$ cat src/rtl/teami_frame_pkg.sv
// rtl/teami_frame_pkg.sv - shared types and constants for the serial (8,4) Hamming frame path
package teami_frame_pkg;

    typedef enum logic [1:0] {
        IDLE  = 2'd0,
        SHIFT = 2'd1,
        EVAL  = 2'd2
    } frame_state_e;

    // Code-bit positions inside the captured word W[7:0].
    localparam int P0 = 0;
    localparam int P1 = 1;
    localparam int P2 = 2;
    localparam int D0 = 3;
    localparam int P4 = 4;
    localparam int D1 = 5;
    localparam int D2 = 6;
    localparam int D3 = 7;

    // Width of the serial bit counter (counts W0..W7).
    localparam int BIT_CNT_W = 3;

endpackage

$ cat src/rtl/teami_hamming_check.sv
// rtl/teami_hamming_check.sv - combinational (8,4) syndrome, classification and single-bit correction
//
// Ports:
//   w_i     captured code word W[7:0]
//   dd_o    data nibble {W7,W6,W5,W3}; corrected when a single error was found, raw otherwise
//   ok_o    frame clean or single-error corrected
//   corr_o  a single-bit correction was applied
//   err_o   uncorrectable (double) error
module teami_hamming_check
    import teami_frame_pkg::*;
(
    input  logic [7:0] w_i,
    output logic [3:0] dd_o,
    output logic       ok_o,
    output logic       corr_o,
    output logic       err_o
);

    logic [2:0] syn;
    logic       par;
    logic [7:0] fixed;

    always_comb begin
        syn[0] = w_i[P1] ^ w_i[D0] ^ w_i[D1] ^ w_i[D3];
        syn[1] = w_i[P2] ^ w_i[D0] ^ w_i[D2] ^ w_i[D3];
        syn[2] = w_i[P4] ^ w_i[D1] ^ w_i[D2] ^ w_i[D3];
        par    = ^w_i;
        // Odd overall parity means one flipped bit at position syn (syn=0 -> W0).
        fixed  = w_i ^ (par ? (8'd1 << syn) : 8'd0);
        dd_o   = {fixed[D3], fixed[D2], fixed[D1], fixed[D0]};
        ok_o   = par | (syn == 3'd0);
        corr_o = par;
        err_o  = ~par & (syn != 3'd0);
    end

endmodule

$ cat src/rtl/teami_frame_sequencer.sv
// rtl/teami_frame_sequencer.sv - serial Hamming frame capture, evaluation, output handshake and statistics
//
// Ports:
//   CLOCK      system clock, rising edge
//   NRESET     asynchronous active-low reset
//   DSTROBE    marks the cycle in which DDATA carries W0
//   DDATA      serial code bit, W0 first
//   DACK       consumer accepts the presented nibble
//   CLR_STATS  synchronous clear of counters and OVERRUN
//   DD         decoded nibble {W7,W6,W5,W3}
//   DREADY     DD/flags valid, held until DACK
//   DVALID     clean or corrected frame
//   DCORR      single-bit correction applied
//   DERROR     uncorrectable frame, DD carries raw bits
//   OVERRUN    sticky: result overwritten while DREADY was still high
//   CNT_OK     saturating count of clean frames
//   CNT_CORR   saturating count of corrected frames
//   CNT_ERR    saturating count of uncorrectable frames
module teami_frame_sequencer
    import teami_frame_pkg::*;
#(
    parameter int CNT_W = 8
) (
    input  logic             CLOCK,
    input  logic             NRESET,
    input  logic             DSTROBE,
    input  logic             DDATA,
    input  logic             DACK,
    input  logic             CLR_STATS,
    output logic [3:0]       DD,
    output logic             DREADY,
    output logic             DVALID,
    output logic             DCORR,
    output logic             DERROR,
    output logic             OVERRUN,
    output logic [CNT_W-1:0] CNT_OK,
    output logic [CNT_W-1:0] CNT_CORR,
    output logic [CNT_W-1:0] CNT_ERR
);

    frame_state_e         state_q;
    logic [BIT_CNT_W-1:0] bit_cnt_q;
    logic [7:0]           word_q;
    logic [3:0]           dd_q;
    logic                 ready_q;
    logic                 valid_q;
    logic                 corr_q;
    logic                 err_q;
    logic                 overrun_q;
    logic [CNT_W-1:0]     cnt_ok_q;
    logic [CNT_W-1:0]     cnt_corr_q;
    logic [CNT_W-1:0]     cnt_err_q;

    logic [3:0]           chk_dd;
    logic                 chk_ok;
    logic                 chk_corr;
    logic                 chk_err;

    function automatic logic [CNT_W-1:0] sat_inc(input logic [CNT_W-1:0] v);
        return (&v) ? v : v + CNT_W'(1);
    endfunction

    // word_q is only complete while in EVAL, which is the only state that uses these results.
    teami_hamming_check u_check (
        .w_i    (word_q),
        .dd_o   (chk_dd),
        .ok_o   (chk_ok),
        .corr_o (chk_corr),
        .err_o  (chk_err)
    );

    always_ff @(posedge CLOCK or negedge NRESET) begin
        if (!NRESET) begin
            state_q    <= IDLE;
            bit_cnt_q  <= '0;
            word_q     <= '0;
            dd_q       <= '0;
            ready_q    <= 1'b0;
            valid_q    <= 1'b0;
            corr_q     <= 1'b0;
            err_q      <= 1'b0;
            overrun_q  <= 1'b0;
            cnt_ok_q   <= '0;
            cnt_corr_q <= '0;
            cnt_err_q  <= '0;
        end else begin
            // Acknowledge; a same-cycle EVAL load below takes precedence.
            if (ready_q && DACK) begin
                ready_q <= 1'b0;
            end

            case (state_q)
                IDLE: begin
                    if (DSTROBE) begin
                        word_q    <= {7'd0, DDATA};
                        bit_cnt_q <= BIT_CNT_W'(1);
                        state_q   <= SHIFT;
                    end
                end

                SHIFT: begin
                    if (DSTROBE) begin
                        // Restart: partial frame dropped, this bit is the new W0.
                        word_q    <= {7'd0, DDATA};
                        bit_cnt_q <= BIT_CNT_W'(1);
                    end else begin
                        word_q[bit_cnt_q] <= DDATA;
                        bit_cnt_q         <= bit_cnt_q + BIT_CNT_W'(1);
                        if (bit_cnt_q == BIT_CNT_W'(7)) begin
                            state_q <= EVAL;
                        end
                    end
                end

                EVAL: begin
                    dd_q    <= chk_dd;
                    valid_q <= chk_ok;
                    corr_q  <= chk_corr;
                    err_q   <= chk_err;
                    ready_q <= 1'b1;
                    if (ready_q && !DACK) begin
                        overrun_q <= 1'b1;
                    end
                    if (chk_corr) begin
                        cnt_corr_q <= sat_inc(cnt_corr_q);
                    end else if (chk_err) begin
                        cnt_err_q <= sat_inc(cnt_err_q);
                    end else begin
                        cnt_ok_q <= sat_inc(cnt_ok_q);
                    end
                    if (DSTROBE) begin
                        word_q    <= {7'd0, DDATA};
                        bit_cnt_q <= BIT_CNT_W'(1);
                        state_q   <= SHIFT;
                    end else begin
                        bit_cnt_q <= '0;
                        state_q   <= IDLE;
                    end
                end

                default: begin
                    state_q <= IDLE;
                end
            endcase

            // Clear beats any increment or overrun set in the same cycle.
            if (CLR_STATS) begin
                cnt_ok_q   <= '0;
                cnt_corr_q <= '0;
                cnt_err_q  <= '0;
                overrun_q  <= 1'b0;
            end
        end
    end

    assign DD       = dd_q;
    assign DREADY   = ready_q;
    assign DVALID   = valid_q;
    assign DCORR    = corr_q;
    assign DERROR   = err_q;
    assign OVERRUN  = overrun_q;
    assign CNT_OK   = cnt_ok_q;
    assign CNT_CORR = cnt_corr_q;
    assign CNT_ERR  = cnt_err_q;

endmodule

$ cat config.mk
export PLATFORM = sky130hd
export DESIGN_NAME = teami_frame_sequencer
export DESIGN_NICKNAME = d
export VERILOG_FILES = /design/src/rtl/teami_frame_pkg.sv /design/src/rtl/teami_hamming_check.sv /design/src/rtl/teami_frame_sequencer.sv
export SDC_FILE = /design/constraint.sdc
export NUM_CORES = 1
export LEC_CHECK = 0
export CAP_MARGIN = 20
export CORE_AREA = 4 4 88 90
export DETAILED_ROUTE_END_ITERATION = 10
export DIE_AREA = 0 0 92 94
export PLACE_DENSITY = 0.71
export SETUP_SLACK_MARGIN = 0.1
export SYNTH_ARGS = -nofsm -noshare
export SYNTH_HDL_FRONTEND = slang
export SYNTH_HIERARCHICAL = 1
export SYNTH_SLANG_ARGS = --single-unit
$ cat constraint.sdc
create_clock -name CLOCK -period 2.7 [get_ports CLOCK]
set_clock_uncertainty 0.2 [all_clocks]
set_input_delay 0.81 -clock CLOCK [delete_from_list [all_inputs] [get_ports CLOCK]]
set_output_delay 0.81 -clock CLOCK [all_outputs]
set_load 0.02 [all_outputs]
# Yosys cells after proc, flatten, opt, wreduce, memory -nomap -nowiden
# Cells that the tools add are included.
# word_totals
ff_bits	46
word_cells	105
out_inout_bits	33
# op_classes
reduce_logical	26
n_shift	1
n_addsub	4
magnitude_cmp	2
n_eq_ne	12
n_mux	35
bitwise_logic	13
# ops
op	count
$mux 8	17
$add 8x1->8 const B	3
$reduce_and 8->1	3
$ne 2x2->1 const B	8
$pmux 8 s2	1
$reduce_bool 2->1	6
$pmux 3 s3	1
$xor 1x1->1	9
$bwmux 8	1
$mux 1	8
$reduce_and 4->1	2
$reduce_xor 8->1	1
$shl 1x3->8 const A	1
$xor 8x8->8	1
$mux 2	3
$mux 3	2
$pmux 2 s3	1
$reduce_and 2->1	3
$reduce_and 3->1	2
$reduce_bool 3->1	2
$lt 3x4->1 const B	1
$add 3x1->3 const B	1
$demux 1 s3	1
$eq 3x3->1 const B	1
other kinds (12)	14

# Logic depth before layout (Yosys ltp)
# logic_depth
word_depth	9
mapped_depth	10
ltp_nobuf	8

# Cells and area by module
# Netlist, hierarchy kept.
# by_module_without_submodules
mod	instances	seq_area_each_um2	cells_per_inst	area_per_inst_um2
teami_frame_sequencer	1	1151.1	233	2344.7
teami_hamming_check	1	0.0	51	355.3

# Worst setup path after synthesis
# No wires, ideal clock.
# synth_path
path_kind	flip-flop to flip-flop
start	register word_q[1]
end	register cnt_ok_q[7], in the netlist CNT_OK[7]
stages_incl_launch_ff	9
setup_ns	0.078
arrival_time_ns	2.511
path_slack_ns	-0.089
cell_sequence	dfrtp_1 -> xor2_1 -> xnor2_1 -> nor2_1 -> or2_2 -> nor3b_4 -> o21ai_2 -> or4_1 -> a21oi_1
# synth_lines
element	line	text
from (decl)	teami_frame_sequencer.sv:43	logic [7:0] word_q;
from (signal assigned)	teami_frame_sequencer.sv:95	word_q <= {7'd0, DDATA};
from (signal assigned)	teami_frame_sequencer.sv:104	word_q <= {7'd0, DDATA};
from (signal assigned)	teami_frame_sequencer.sv:132	word_q <= {7'd0, DDATA};
$reduce_xor 8->1 *	teami_hamming_check.sv:27	par = ^w_i;
net chk_corr	teami_frame_sequencer.sv:56	logic chk_corr;
$not 1->1	teami_hamming_check.sv:33	err_o = ~par & (syn != 3'd0);
$and 1x1->1	teami_hamming_check.sv:33	
$ne 2x2->1 (no source line)	--	
$reduce_and 4->1 (no source line) *	--	
to (signal assigned)	teami_frame_sequencer.sv:129	cnt_ok_q <= sat_inc(cnt_ok_q);
to (decl)	teami_frame_sequencer.sv:50	logic [CNT_W-1:0] cnt_ok_q;
# The timed path passes the listed nets; every way through them passes the cells marked *.
# A chain may end at the register's enable or synchronous reset.

# Worst setup path in the final report
# layout_path
start	register word_q[5]
end	register cnt_ok_q[7], in the netlist CNT_OK[7]
# Same word-level chain as after synthesis.

==> key figures <==
Finish
  • Final instance area: 3570 um^2
  • Fin nets: roughly 360
  • Fill cells: 675
  • Layout area overhead: 32.1%
  • Non-filler cells, final: between 400 and 500
  • Layout cells sized above 1: 0.216
  • # diodes: 0

Outcome
  • Outcome: complete, no violations

Min path
  • Hold crit path type: input pin to asynchronous set/reset pin

Logic synthesis
  • Number of synthesis warnings: 6
  • Unique masters post-synth: 51
  • Syn Nets: approximately 300
  • Mapped cell area: between 2000 and 3000 um^2
  • Syn avg cell area: 9.51 um^2
  • Synth top area share: 0.426
  • Main synth FF type: dfrtp_1
  • Mapped Cells: about 280
  • Most common library cells after synthesis: 46 x dfrtp_1, 30 x o21ai_0, 28 x nor2_1, 14 x a21oi_1, 13 x nand2_1
  • Number of flops mapped to enable cells by yosys: 0
  • Most common cell in the netlist: dfrtp_1
  • Register area share after synthesis: 0.426
  • Cell taking the most area after synthesis: dfrtp_1
  • Synth top area cells: dfrtp_1 43%, o21ai_0 5.6%, ha_1 4.2%
  • FFs w/ async S/R, synth: 1.00
  • Synth Register Bits: 46

Floorplan
  • Number of cell rows: 31
  • Starting Density: 0.382
  • Core area: approximately 7000 um^2
  • Die area: about 8600 um^2
  • Ports: 39
  • DIE HEIGHT: 94 um
  • Die width: a little over 90 um

Detailed routing
  • Pre-antenna DRT Iters: 4
  • Total Wirelength: 5970 um
  • DR WL/cell: approximately 13 um
  • DR vias/cell: 5.30
  • DRC: 0
  • Antenna-violating nets left: 0
  • Via Count: ~2300
  • Initial DRC count: 74

Clocking
  • CTS max path bufs: 2
  • CTS clk-pin slew, worst paths: about 0.1 ns
  • Worst skew pair latency: roughly 0.31 ns
  • CTS H-tree depth: 2
  • CTS root buf: clkbuf_8
  • TritonCTS clock tree: done
  • Num CTS Buffers: 5
  • Clock sink count: 46

GRT
  • Largest net degree at the start of global routing: 27
  • Gr usage total: 0.141
  • Vias in the first global route: between 2000 and 2500
  • Grt total ovfl: 0
  • Global-route wire length before repair: 10100 um
  • Initial antenna violation count: 0

Setup path
  • Worst EP required: between 2 and 3 ns
  • CP startpoint kind: register
  • Setup crit end kind: register
  • Critical Path Fanout Max: 5
  • Reg-to-Reg Start: word_q[5]
  • WP data arrival: between 2 and 3 ns
  • Crit path from: word_q[5]
  • Setup CP Type: register to register

STA
  • Setup-failing EPs final: 0
  • Slew @ Worst Pin: between 0.5 and 0.6 ns
  • Slew HR: 0.641
  • RSZ-0062 raised after global routing: yes
  • Fin. Hold Viols: 0
  • Tmin final: 2.51 ns
  • Max-slew violations: 0
  • Fmax: 399 MHz
  • Final period util: 0.929
  • Setup TNS: 0 ns

Place
  • Routability congestion estimate: between 0.8 and 0.9
  • DP Area: about 3300 um^2
  • # port buffers: 38
  • Inst Count DP: about 430
  • DP Wirelength: 4390 um

Power
  • Leak: between 1 and 1.5 nW
  • PD cells: slightly below 600 nW/um^2
  • IR drop worst, VDD: between 0.2 and 0.3 mV

Flow run
  • Max-cap violation count: 0
[sequential cells by signal, summed over array words and instances (netlist names), 2 cells and up]
register / count
CNT_OK: 8
bit_cnt_q: 3
DD: 4
state_q: 2
CNT_CORR: 8
word_q: 8
CNT_ERR: 8
[routing by layer]
metal | track usage | wire length [um] | vias up
li1 | - | - | 1149
met3 | 0.0208 | 218 | 9
met5 | 0 | 0 | -
met2 | 0.237 | 2890 | 56
met1 | 0.191 | 2790 | 1128
met4 | 0.0334 | 70 | 0
[power by group]
part | switching, mW | internal (mW)
clock network | 0.246 | 0.182
registers | 0.0904 | 0.744
logic | 0.403 | 0.396
[cell type report]
cell class / instances / area [um^2] / share of cell area
multi-input cells: 215 / 1580 / 0.442
flip-flops and latches: 46 / 1160 / 0.324
repair buffers: 64 / 583 / 0.163
well taps: 99 / 124 / 0.0347
clock buffers: 5 / 68.8 / 0.0193
inverters: 10 / 37.5 / 0.0105
clock inverters: 3 / 21.3 / 0.00596
[worst max-delay path, cell delays in order (launching register included)]
cell and delay (ns):
dfrtp_2 0.48, xnor2_2 0.18, xnor2_2 0.29, nor2_2 0.11, or2_4 0.29, nor3b_4 0.23
o21ai_4 0.10, or4_1 0.41, a21oi_1 0.15
[placed cells by master, fill, tap and decap left out, drive strengths merged, types with 6 or more instances in the layout]
| cell type | synthesis | layout |
|---|---|---|
| a21oi | 14 | 14 |
| a31oi | 7 | 7 |
| buf | 5 | 27 |
| clkdlybuf4s50 | 0 | 37 |
| dfrtp | 46 | 46 |
| ha | 9 | 9 |
| inv | 10 | 10 |
| mux2 | 7 | 7 |
| nand2 | 13 | 13 |
| nand3 | 12 | 12 |
| nand4 | 10 | 10 |
| nor2 | 28 | 28 |
| o21ai | 31 | 31 |
| o31ai | 6 | 6 |
| or4 | 8 | 8 |
| xnor2 | 11 | 11 |
| xor2 | 12 | 12 |
[per-stage QoR]
stage	total power, mW	utilization	worst slack (ns)	hold slack [ns]
after floorplan	1.35	-	0.0862	0.270
after global placement	1.53	0.471	0.0871	0.282
after detailed placement	1.55	0.471	0.0713	0.296
after CTS	2.04	0.490	0.0965	0.271
after global routing	2.20	0.505	0.0544	0.290
final	2.06	0.505	0.191	0.266
[final timing paths]
kind                       cells past startpoint  slack [ns]           to
hold reg to reg                                1        0.31        DD[1]
max in group asynchronous                      2        1.51    CNT_OK[5]
min in group CLOCK                             1        0.31        DD[1]
hold / removal                                 1        0.27  CNT_CORR[7]
setup / recovery                               8        0.19    CNT_OK[7]
setup reg to reg                               8        0.19    CNT_OK[7]
[what timing repair did]
action                                  in CTS  in global routing
gates cloned                                 0                  0
hold buffers                                 0                  0
gates resized for setup                      3                 15
pin swaps                                    2                 16
endpoints found under the setup margin       7                 18
buffers inserted                             4                  5
[kinds of logic (layout without fill, tap and decap cells)]
family,Yosys count,after routing,share of synthesized area
fa+ha+maj,9,9,0.0417
mux,12,12,0.0477
simple gates,93,93,0.184
buf+inv,23,82,0.0399
flops,46,46,0.426
xor+xnor,23,23,0.0802
compound gates,78,78,0.181
(Power assumes the default switching activity.)
